[config.mk]
export PLATFORM = sky130hd
export DESIGN_NAME = fetch_queue
export DESIGN_NICKNAME = d
export VERILOG_FILES = /design/src/rtl/fetch_queue_pkg.sv /design/src/rtl/fetch_queue_sync_fifo.sv /design/src/rtl/fetch_queue.sv
export SDC_FILE = /design/constraint.sdc
export NUM_CORES = 1
export LEC_CHECK = 0
export BUFFER_PORTS_ARGS = -buffer_cell sky130_fd_sc_hd__buf_2
export CAP_MARGIN = 0
export CORE_MARGIN = 2
export CORE_UTILIZATION = 41
export CTS_BUF_LIST = sky130_fd_sc_hd__clkbuf_8
export DETAILED_ROUTE_END_ITERATION = 8
export GPL_TIMING_DRIVEN = 0
export HOLD_SLACK_MARGIN = 0.08
export PLACE_DENSITY = 0.55
export SLEW_MARGIN = 0
export SYNTH_ARGS = -nofsm -noshare
export SYNTH_HDL_FRONTEND = slang
export SYNTH_SLANG_ARGS = --single-unit
[constraint.sdc]
create_clock -name clk -period 24.6 [get_ports clk]
set_input_delay 2.46 -clock clk [delete_from_list [all_inputs] [get_ports clk]]
set_output_delay 2.46 -clock clk [all_outputs]
set_load 0.03 [all_outputs]
[src/rtl/fetch_queue_pkg.sv]
// Shared definitions for the instruction fetch queue: default widths,
// default queue depth and the fetch FSM state encoding.
package fetch_queue_pkg;

  localparam int FQ_ADDR_W = 32;
  localparam int FQ_DATA_W = 32;
  localparam int FQ_DEPTH  = 4;

  typedef enum logic [1:0] {
    FQ_IDLE = 2'd0,
    FQ_REQ  = 2'd1,
    FQ_DROP = 2'd2
  } fq_state_e;

  // True while a read is outstanding on the instruction memory bus.
  function automatic logic fq_state_busy(input fq_state_e s);
    return (s == FQ_REQ) || (s == FQ_DROP);
  endfunction

endpackage

[src/rtl/fetch_queue_sync_fifo.sv]
// Generic synchronous FIFO with flush. Push and pop may happen in the same
// cycle at any fill level; flush empties the queue and overrides both.
// The head entry is presented combinationally from the storage array.
module sync_fifo #(
  parameter int WIDTH = 64,
  parameter int DEPTH = 4
) (
  input  logic                     clk,
  input  logic                     reset,
  input  logic                     push,
  input  logic [WIDTH-1:0]         push_data,
  input  logic                     pop,
  input  logic                     flush,
  output logic [WIDTH-1:0]         head_data,
  output logic                     full,
  output logic                     empty,
  output logic [$clog2(DEPTH):0]   count
);

  localparam int PTR_W = $clog2(DEPTH);
  localparam logic [PTR_W:0] FULL_CNT = (PTR_W + 1)'(DEPTH);

  logic [WIDTH-1:0] mem [DEPTH];
  logic [PTR_W-1:0] rd_ptr;
  logic [PTR_W-1:0] wr_ptr;
  logic             do_push;
  logic             do_pop;

  assign full      = (count == FULL_CNT);
  assign empty     = (count == {(PTR_W + 1){1'b0}});
  assign head_data = mem[rd_ptr];

  // A pop is only honoured with data present; a push into a full queue is
  // only honoured when a pop frees the slot in the same cycle.
  always_comb begin
    do_pop  = pop && !empty;
    do_push = push && (!full || do_pop);
  end

  // Storage array; cleared on reset so the head reads zero out of reset.
  always_ff @(posedge clk or posedge reset) begin
    if (reset) begin
      for (int i = 0; i < DEPTH; i++) begin
        mem[i] <= {WIDTH{1'b0}};
      end
    end else if (do_push && !flush) begin
      mem[wr_ptr] <= push_data;
    end else begin
      mem[wr_ptr] <= mem[wr_ptr];
    end
  end

  // Pointer and occupancy bookkeeping; pointers wrap naturally modulo DEPTH.
  always_ff @(posedge clk or posedge reset) begin
    if (reset) begin
      rd_ptr <= {PTR_W{1'b0}};
      wr_ptr <= {PTR_W{1'b0}};
      count  <= {(PTR_W + 1){1'b0}};
    end else if (flush) begin
      rd_ptr <= {PTR_W{1'b0}};
      wr_ptr <= {PTR_W{1'b0}};
      count  <= {(PTR_W + 1){1'b0}};
    end else begin
      if (do_push) begin
        wr_ptr <= wr_ptr + 1'b1;
      end else begin
        wr_ptr <= wr_ptr;
      end
      if (do_pop) begin
        rd_ptr <= rd_ptr + 1'b1;
      end else begin
        rd_ptr <= rd_ptr;
      end
      case ({do_push, do_pop})
        2'b10:   count <= count + 1'b1;
        2'b01:   count <= count - 1'b1;
        default: count <= count;
      endcase
    end
  end

endmodule

[src/rtl/fetch_queue.sv]
// Instruction fetch stage sitting right after the program counter. Issues
// one instruction-memory read at a time from the current PC, tags each
// returned word with its address into a small queue that decode drains,
// and holds the PC until a fetched word has actually been accepted.
module fetch_queue
  import fetch_queue_pkg::*;
#(
  parameter int ADDR_W = FQ_ADDR_W,
  parameter int DATA_W = FQ_DATA_W,
  parameter int DEPTH  = FQ_DEPTH
) (
  input  logic              clk,
  input  logic              reset,
  input  logic [ADDR_W-1:0] pcIn,
  input  logic              redirect,
  output logic              pcHold,
  output logic              memReq,
  output logic [ADDR_W-1:0] memAddr,
  input  logic              memAck,
  input  logic [DATA_W-1:0] memData,
  output logic              instrValid,
  output logic [DATA_W-1:0] instrData,
  output logic [ADDR_W-1:0] instrAddr,
  input  logic              instrReady
);

  localparam int CNT_W = $clog2(DEPTH) + 1;
  localparam logic [CNT_W-1:0] FULL_CNT = CNT_W'(DEPTH);

  fq_state_e                  state_r;
  fq_state_e                  state_next;
  logic [ADDR_W-1:0]          mem_addr_r;
  logic                       mem_req_r;
  logic                       latch_s;
  logic                       push_s;
  logic                       pop_s;
  logic                       pc_hold_s;
  logic                       room_s;
  logic                       fifo_full_s;
  logic                       fifo_empty_s;
  logic [CNT_W-1:0]           fifo_count_s;
  logic [ADDR_W+DATA_W-1:0]   fifo_head_s;

  assign pop_s      = !fifo_empty_s && instrReady;
  assign room_s     = (fifo_count_s < FULL_CNT);
  assign pcHold     = pc_hold_s;
  assign memReq     = mem_req_r;
  assign memAddr    = mem_addr_r;
  assign instrValid = !fifo_empty_s;
  assign instrAddr  = fifo_head_s[ADDR_W+DATA_W-1:DATA_W];
  assign instrData  = fifo_head_s[DATA_W-1:0];

  // Next-state, push and PC-hold decode. The PC advances only when a word
  // is actually stored, so a word that cannot be kept is simply refetched.
  always_comb begin
    state_next = state_r;
    latch_s    = 1'b0;
    push_s     = 1'b0;
    pc_hold_s  = 1'b1;
    case (state_r)
      FQ_IDLE: begin
        if (room_s && !redirect) begin
          state_next = FQ_REQ;
          latch_s    = 1'b1;
        end else begin
          state_next = FQ_IDLE;
        end
      end
      FQ_REQ: begin
        if (memAck) begin
          state_next = FQ_IDLE;
          if (!redirect && (!fifo_full_s || pop_s)) begin
            push_s    = 1'b1;
            pc_hold_s = 1'b0;
          end else begin
            push_s    = 1'b0;
            pc_hold_s = 1'b1;
          end
        end else if (redirect) begin
          state_next = FQ_DROP;
        end else begin
          state_next = FQ_REQ;
        end
      end
      FQ_DROP: begin
        if (memAck) begin
          state_next = FQ_IDLE;
        end else begin
          state_next = FQ_DROP;
        end
      end
      default: begin
        state_next = FQ_IDLE;
      end
    endcase
  end

  // FSM state register.
  always_ff @(posedge clk or posedge reset) begin
    if (reset) begin
      state_r <= FQ_IDLE;
    end else begin
      state_r <= state_next;
    end
  end

  // Request strobe, registered so it follows the state it is issued from.
  always_ff @(posedge clk or posedge reset) begin
    if (reset) begin
      mem_req_r <= 1'b0;
    end else begin
      mem_req_r <= fq_state_busy(state_next);
    end
  end

  // Fetch address is captured on issue and frozen until the read completes.
  always_ff @(posedge clk or posedge reset) begin
    if (reset) begin
      mem_addr_r <= {ADDR_W{1'b0}};
    end else if (latch_s) begin
      mem_addr_r <= pcIn;
    end else begin
      mem_addr_r <= mem_addr_r;
    end
  end

  sync_fifo #(
    .WIDTH (ADDR_W + DATA_W),
    .DEPTH (DEPTH)
  ) u_queue (
    .clk       (clk),
    .reset     (reset),
    .push      (push_s),
    .push_data ({mem_addr_r, memData}),
    .pop       (pop_s),
    .flush     (redirect),
    .head_data (fifo_head_s),
    .full      (fifo_full_s),
    .empty     (fifo_empty_s),
    .count     (fifo_count_s)
  );

endmodule

# Yosys cells after proc, flatten, opt, wreduce, memory -nomap -nowiden
# Cells that the tools add are included.
[totals]
reg_bits = 298
inputBits = 69
output_inout_bits = 99
wordCells = 75
[classes]
add_sub_neg = 4
n_lt_le_gt_ge = 4
n_eq_ne = 7
mux = 30
bitwise_logic = 2
n_reduce_logical = 18
[ops]
columns = ["cell", "n"]
rows = [
  ["bitwise mux 256 bit", 2],
  ["2-to-1 mux 64 bit", 5],
  ["binary-select mux 64 bit (select 2 bit)", 2],
  ["2-to-1 mux 256 bit", 1],
  ["demux 64 bit (select 2 bit)", 1],
  ["2-to-1 mux 2 bit", 7],
  ["2-to-1 mux 1 bit", 9],
  ["logical AND 1 bit", 7],
  ["== test 2 x 1 -> 1 bit, second input constant", 3],
  ["== test 2 bit, second input constant", 3],
  ["greater-or-equal comparator 3 bit, second input constant", 2],
  ["NOT 2 -> 3 bit", 2],
  ["case mux 2 bit (3 select lines)", 1],
  ["case mux 3 bit (2 select lines)", 1],
  ["adder 2 x 1 -> 2 bit, second input constant", 2],
  ["nonzero test 2 bit", 2],
  ["adder 3 x 1 -> 3 bit, second input constant", 1],
  ["== test 3 bit, second input constant", 1],
  ["zero test 1 bit", 3],
  ["zero test 3 bit", 1],
  ["logical OR 1 bit", 3],
  ["less-than comparator 3 x 1 -> 1 bit, second input constant", 1],
  ["less-than comparator 3 bit, second input constant", 1],
  ["2-to-1 mux 3 bit", 1],
  ["other kinds (3)", 3],
]

# Logic depth before layout (Yosys ltp)
# Gate-level depths: netlist of the first run.
[depth]
depth_word = 12
ltp_mapped = 9
depth_no_buf = 6

# Modules after synthesis
# From an unflattened synthesis of the first run, not the netlist that was laid out.
[hier_totals]
cells_unflattened = 1282
area_unflattened_um2 = 14920.6
[modules_own_cells]
columns = ["mod", "n_inst", "cells_each", "area_per_inst_um2"]
rows = [
  ["sync_fifo", 1, 1197, 13539.2],
  ["fetch_queue", 1, 85, 1381.3],
]

# Worst setup path before layout of the first run
# Ideal clock, no wire load.
[synth_path]
kind = "input to output"
from = "in instrReady"
to = "out pcHold"
t_arrival_ns = 3.651
required_ns = 22.140
setup_slack_ns = 18.489
cell_stages = 6
path_buffers = 3
path_cell_list = "or4b_1 > and2_1 > buf_2 > inv_2 > buf_6 > buf_6"
[synth_via]
elab_chain_cells = 6
[synth_rtl]
columns = ["item", "line", "source"]
rows = [
  ["from (decl)", "fetch_queue.sv:24", "input logic instrReady"],
  ["logical AND 1 bit", "fetch_queue.sv:44", "assign pop_s = !fifo_empty_s && instrReady;"],
  ["logical OR 1 bit", "fetch_queue.sv:72", "if (!redirect && (!fifo_full_s || pop_s)) begin"],
  ["logical AND 1 bit", "fetch_queue.sv:72", ""],
  ["2-to-1 mux 1 bit", "fetch_queue.sv:72", ""],
  ["2-to-1 mux 1 bit", "fetch_queue.sv:70", "if (memAck) begin"],
  ["2-to-1 mux 1 bit", "fetch_queue.sv:60", "case (state_r)"],
  ["to (decl)", "fetch_queue.sv:16", "output logic pcHold,"],
]
# No other way between the ends.

# Final worst setup path of the first run
# Ends and elaborated chain as after synthesis.

==> results of run 1 <==
cells by family after synthesis:
group / count (synthesis)
flops: 298
fa+ha+maj: 5
compound gates: 266
simple gates: 281
xor+xnor: 3
mux: 227
buf+inv: 102
per-stage QoR:
| stage | worst slack (ps) | util, % | power (mW) |
|---|---|---|---|
| after floorplan | 13910 | - | 1.30 |
| after global placement | 10270 | 45.6 | 1.52 |
| after detailed placement | 17960 | 45.9 | 1.53 |
| after CTS | 17950 | 48.8 | 2.00 |
| after global routing | 17900 | 48.8 | 2.10 |
| final | 17970 | 48.8 | 1.98 |
power groups by stage:
stage / combinational [mW] / sequential, mW / clock (mW)
final: 0.770 / 0.753 / 0.460
after detailed placement: 0.778 / 0.756 / 0
after global placement: 0.765 / 0.751 / 0
after CTS: 0.778 / 0.751 / 0.472
after floorplan: 0.529 / 0.774 / 0
after global routing: 0.830 / 0.772 / 0.495
worst max-delay path: stages:
cell and delay, ps:
buf_2 130, or4b_1 500, and2_1 160, buf_2 170, inv_2 100, buf_6 200
buf_6 210, buf_2 230
synthesized netlist by cell type (2+ instances only):
library cell	instances	area share, %
nor2b_1	4	0.17
buf_1	4	0.10
ha_1	4	0.35
nand2_1	4	0.10
clkbuf_1	74	1.9
inv_1	4	0.10
xnor2_1	2	0.12
dfrtp_1	298	52
or2_2	2	0.087
mux4_2	128	20
mux2i_1	65	4.5
mux2_2	34	2.7
buf_6	5	0.39
buf_2	12	0.42
a21oi_1	258	9.0
buf_4	2	0.10
nor2_1	264	6.9
flip-flops by register name, summed over array words and instances, names as in the netlist:
signal	cells
u_queue.wr_ptr	2
memAddr	32
state_r	2
u_queue.mem	256
u_queue.rd_ptr	2
u_queue.count	3
memReq	1
layer usage:
metal  GRT usage, %  share of wire (%)  up-vias
met3           4.42                5.8       62
li1               -                  -     4748
met2           36.8                 48      329
met5              0                  0        -
met4           6.72                2.2        0
met1           32.3                 44     5493
cells in the final DEF (no fill, tap or decap), types with 3 or more instances in the layout:
cell / synthesis / routed
buf_4: 2 / 3
ha_1: 4 / 4
nor2_1: 264 / 264
clkbuf_8: 0 / 65
mux2_2: 34 / 34
dfrtp_1: 298 / 298
nand2_1: 4 / 4
a21oi_1: 258 / 258
nor2b_1: 4 / 4
mux2i_1: 65 / 65
inv_1: 4 / 18
clkbuf_1: 74 / 74
mux4_2: 128 / 128
buf_6: 5 / 5
buf_2: 12 / 179
buf_1: 4 / 4
area by class of cell:
type                            count  area [um^2]
Tap cell                          455          569
Clock inverter                     20          134
Sequential cell                   298         7460
Buffer                             97          424
Clock buffer                       65          895
Timing Repair Buffer              170          898
Inverter                            5         26.3
Fill cell                        3257        17700
Multi-Input combinational cell    782         6470
how the worst max path moves through the flow:
stage / from / to
after global placement: reset / u_queue.mem[138]
after global routing: instrReady / pcHold
after detailed placement: instrReady / pcHold
after CTS: instrReady / pcHold
after floorplan: reset / memAddr[0]
final: instrReady / pcHold
==> reports/results.txt, run 1 <==
H-Tree Depth: 2
Core area: 0.0345 mm^2
Post-CTS setup buffer count: 0
First-pass GRT wire length: 63,900 um
Reg-to-reg startpoint: u_queue.wr_ptr[0]
Post-synthesis sequential area ratio: 51.9%
Post-route design area: 0.0169 mm^2
Number of global-route vias before repair: 10.9k
Slew at the pin closest to its max-slew limit: 1080 ps
Number of I/O port buffers: 167
Quantity of hold-fixing buffers added after cts: 0
Comb power frac: 38.8%
Clock insertion delay at the later pin of the skew report: 600 ps
Count of final setup violators: 0
1st-iter DRT viols: 701
Post-CTS sizing: 0
RR Endpoint: u_queue.mem[83]
TritonCTS buffer count: 53
Worst Hold Endpoint: memAddr[27]
TritonRoute pass-1 iters: 5
Clock Skews: 32.5 ps
Placed Area: 0.0158 mm^2
Status: finished clean
Clock period minus worst slack: 6630 ps
# rows: 68
Max frequency: 151 MHz
Initial antenna violation count: 0
R2R setup slack: 21,150 ps
Power per cell area: 117 mW/mm^2
Slew Viols, Final: 0
P_leak: 6.83 nW
Starting Density: 41.6%
Via count: 10.6k
Final ANT Viol Nets: 0
Worst setup EP type: output pin
Dpl cells: 1,807
Switch share: 39.2%
Vias/cell: 5.62
Synth Area in Compound Gates: 9.45%
DPL Wire Length: 26,900 um
Adder-Cell Fraction of Synth Area: 0.488%
Period utilisation layout: 27.0%
Synth Register Bits: 298
Synth unique cells: 35
Reg2reg path depth: 9
Setup Crit Path Kind: input pin to output pin
Synthesized Nets: 1,256
Layout area overhead: 17.5%
Nets: 1,481
I/O Pins: 168
RSZ-0062 raised after global routing: no
Fraction of layout cells with a size suffix above 1: 29.6%
Peak supply drop: 61.5 uV
Die Ht: 191 um
Min-delay src: memAddr[27]
Largest net degree at the start of global routing: 109
Avg Cell Area, Syn: 12.2 um^2
Setup TNS: 0 ps
Post-synth top flop: dfrtp_1
Layout Cells excl Fill: 1,892
Largest family of logic cells by synthesized area: multiplexers
Final Hold Vio Count: 0
Final hold slack: 533 ps
Startpoint Class: input pin
Required time of the worst setup path: 22,140 ps
GRT overflow: 0
Longest Clk Path Bufs: 3
Hold path depth: 1
Int Pwr: 1.21 mW
Clock sinks: 298
Routability congestion estimate from global placement: 0.800
DRT Wirelength: 41,200 um
CTS root buffer: clkbuf_8
Clk slew on worst S/H paths: 60 ps
Die area: 0.0365 mm^2
DRC: 0
Synth warnings: 0
Post-synthesis mux area share: 27.3%
NetSw: 777 uW
Seq pwr share: 38.0%
WL/cell: 21.8 um
MaxCap Viol Count: 0
Synth Area in Simple Gates: 7.61%
Mapped Cells: 1,182
Crit Path Max Fanout: 10
Clock share of power: 23.2%
Slew HR: 28.3%
GR Util All Layers: 23.0%
CTS tree: done
CP arrival: 4170 ps
Die Wd: 191 um
Post-synth EDFFs: 0
Antenna Cells: 0
FFs w/ async S/R, synth: 100%
Cell Area, Synth: 0.0144 mm^2
Synth Area in XOR/XNOR: 0.183%
Worst min path class: register to register
(Power assumes the default switching activity.)
==> inputs of run 2 (changes only) <==
Settings changed: ABC_AREA set to 1.
Clock period 24.6 ns to 6.85 ns, I/O delays scaled along.
==> reports/results.txt, run 2 <==
Peak supply drop: 255 uV
Switch share: 48.8%
Dominant cells by area after synthesis: dfrtp_1, nand3_1, nand2_1, o21ai_0, nor2_1
Most numerous cell in the Yosys netlist: nand3_1
Post-synth top flop: dfrtp_1
NetSw: 4.57 mW
Required time of the worst setup path: 6160 ps
FFs w/ async S/R, synth: 100%
Number of global-route vias before repair: 19.0k
RSZ-0062 raised after global routing: no
CP peak stage delay: 730 ps
Max frequency: 259 MHz
Slew Viols, Final: 0
Most frequent cell on the critical path: clkbuf_1
Crit path buf inv count: 4
DPL Wire Length: 52,000 um
Startpoint Class: register
Crit Path Max Fanout: 10
MaxCap Viol Count: 0
GR Util All Layers: 35.5%
Worst setup EP type: output pin
Longest Clk Path Bufs: 3
Clk slew on worst S/H paths: 60 ps
Largest Register: u_queue.mem
GRT overflow: 0
Fraction of layout cells with a size suffix above 1: 12.5%
WL/cell: 24.3 um
Synth Register Bits: 298
Clock sinks: 298
Placed Area: 0.0189 mm^2
Status: finished clean
Clock share of power: 19.2%
H-Tree Depth: 2
Initial antenna violation count: 0
DRC: 0
CTS tree: done
Synth warnings: 0
Post-CTS sizing: 0
P_leak: 8.89 nW
R2R setup slack: 3350 ps
Synthesized Nets: 2,488
Synth unique cells: 25
Antenna Cells: 0
Crit path max-delay cell type: clkbuf_1
Die Ht: 209 um
Layout area overhead: 16.4%
Comb power frac: 44.0%
Synth top area share: 43.4%
Post-synth top cells: nand3_1, nand2_1, nor2_1
DRT Wirelength: 78,500 um
Die Wd: 209 um
Setup Crit Path Kind: register to output pin
Avg Cell Area, Syn: 7.12 um^2
Clock Skews: 32.2 ps
Die area: 0.0436 mm^2
Int Pwr: 4.80 mW
Power per cell area: 468 mW/mm^2
Cell Area, Synth: 0.0172 mm^2
Post-synthesis sequential area ratio: 43.4%
# rows: 75
Yosys top cell by area: dfrtp_1
Reg-to-reg startpoint: u_queue.wr_ptr[0]
Mapped Cells: 2,414
CTS root buffer: clkbuf_8
Reg2reg path depth: 9
Cell chain of the critical path: inv_1 > clkbuf_1 > clkbuf_1 > nor2_1 > o22ai_1 > buf_2
Post-route design area: 0.0200 mm^2
Starting Density: 41.3%
Final hold slack: 202 ps
First-pass GRT wire length: 118,000 um
Clock period minus worst slack: 3860 ps
Slew at the pin closest to its max-slew limit: 981 ps
Post-synth EDFFs: 0
Worst path top cell family by delay: buffers and inverters
Clock insertion delay at the later pin of the skew report: 680 ps
Core area: 0.0417 mm^2
Seq pwr share: 36.8%
Max FFs per register: 256
Via count: 20.0k
Number of I/O port buffers: 167
Final ANT Viol Nets: 0
I/O Pins: 168
Final Hold Vio Count: 0
Most frequent cells in the layout: nand3_1, nand2_1, nor2_1
RR Endpoint: u_queue.mem[106]
CP endpoint: instrData[30]
1st-iter DRT viols: 3,104
Slew HR: 34.6%
Nets: 2,721
Routability congestion estimate from global placement: 0.915
Count of final setup violators: 0
Commonest non-fill, non-tap cell in the layout: nand3_1
Worst min path class: input pin to register
CP arrival: 3180 ps
Critical path depth: 6
Largest net degree at the start of global routing: 42
CP startpoint: u_queue.rd_ptr[0]
TritonCTS buffer count: 55
Period utilisation layout: 56.4%
Vias/cell: 6.18
TritonRoute pass-1 iters: 9
## run 2: changes by cell type in the layout (fill, tap and decap cells not counted), moves of 60 or more
cell | before | now
a21oi_1 | 258 | 4
mux2i_1 | 65 | 0
mux4_2 | 128 | 0
nand2_1 | 4 | 363
nand3_1 | 1 | 775
nor2_1 | 264 | 324
o21ai_0 | 0 | 269
o22ai_1 | 0 | 64
## run 2: how the worst min path moves through the flow
| stage | startpoint | endpoint | slack, ps | depth (start not counted) |
|---|---|---|---|---|
| final | memAck | state_r[1] | 200 | 2 |
| after global routing | pcIn[23] | memAddr[23] | 220 | 3 |
| after CTS | memAck | state_r[1] | 180 | 2 |
| after detailed placement | u_queue.mem[142] | u_queue.mem[142] | 490 | 2 |
| after global placement | u_queue.mem[133] | u_queue.mem[133] | 490 | 2 |
| after floorplan | u_queue.mem[127] | u_queue.mem[127] | 480 | 2 |
## run 2: metal layers
| layer | vias up | part of all wire, % | wire length [um] | global-route usage [%] |
|---|---|---|---|---|
| met5 | - | 0 | 0 | 0 |
| met4 | 0 | 4.2 | 3280 | 17.4 |
| met3 | 240 | 11 | 8420 | 6.04 |
| met2 | 1362 | 45 | 35200 | 55.0 |
| met1 | 9549 | 40 | 31500 | 48.2 |
| li1 | 8812 | - | - | - |
## run 2: cell families (layout without fill, tap and decap cells)
kind of cell / Yosys count / in the layout / synth area share [%]
DFF: 298 / 298 / 43.4
buffers and inverters: 246 / 522 / 6.32
AOI/OAI and AO/OA: 393 / 393 / 11.9
adders and majority gates: 5 / 5 / 0.408
xor gates and xnor gates: 2 / 2 / 0.102
and+or+nand+nor: 1470 / 1470 / 37.9
## run 2: metrics by stage
step                      setup TNS, ps  util, %  worst slack [ps]  power, mW  instances
after floorplan                       0        -              2210       5.95       2414
final                                 0     48.0              2990       9.37       3229
after global placement            -5110     44.9             -48.0       7.40       3120
after detailed placement              0     45.3              3580       7.46       3128
after CTS                             0     48.0              3100       9.28       3229
after global routing                  0     48.0              2980       9.89       3229
## run 2: cell type report
class / instances / area, um^2
fill: 4324 / 21600
multi-input combinational: 1870 / 8650
sequential: 298 / 7460
clock buffer: 75 / 1030
buffer: 226 / 1010
timing repair buffer: 176 / 1010
tap: 539 / 674
clock inverter: 25 / 106
inverter: 20 / 78.8
## run 2: power groups by stage
stage | registers (mW) | logic (mW) | clock network [mW]
after floorplan | 3.34 | 2.61 | 0
after global placement | 3.41 | 3.99 | 0
after detailed placement | 3.41 | 4.05 | 0
after CTS | 3.40 | 4.07 | 1.82
after global routing | 3.53 | 4.47 | 1.89
final | 3.44 | 4.12 | 1.80
## run 2: what timing repair did
action,CTS,global route
setup buffers,0,0
hold buffers,1,0
endpoints found under the hold margin,9,0
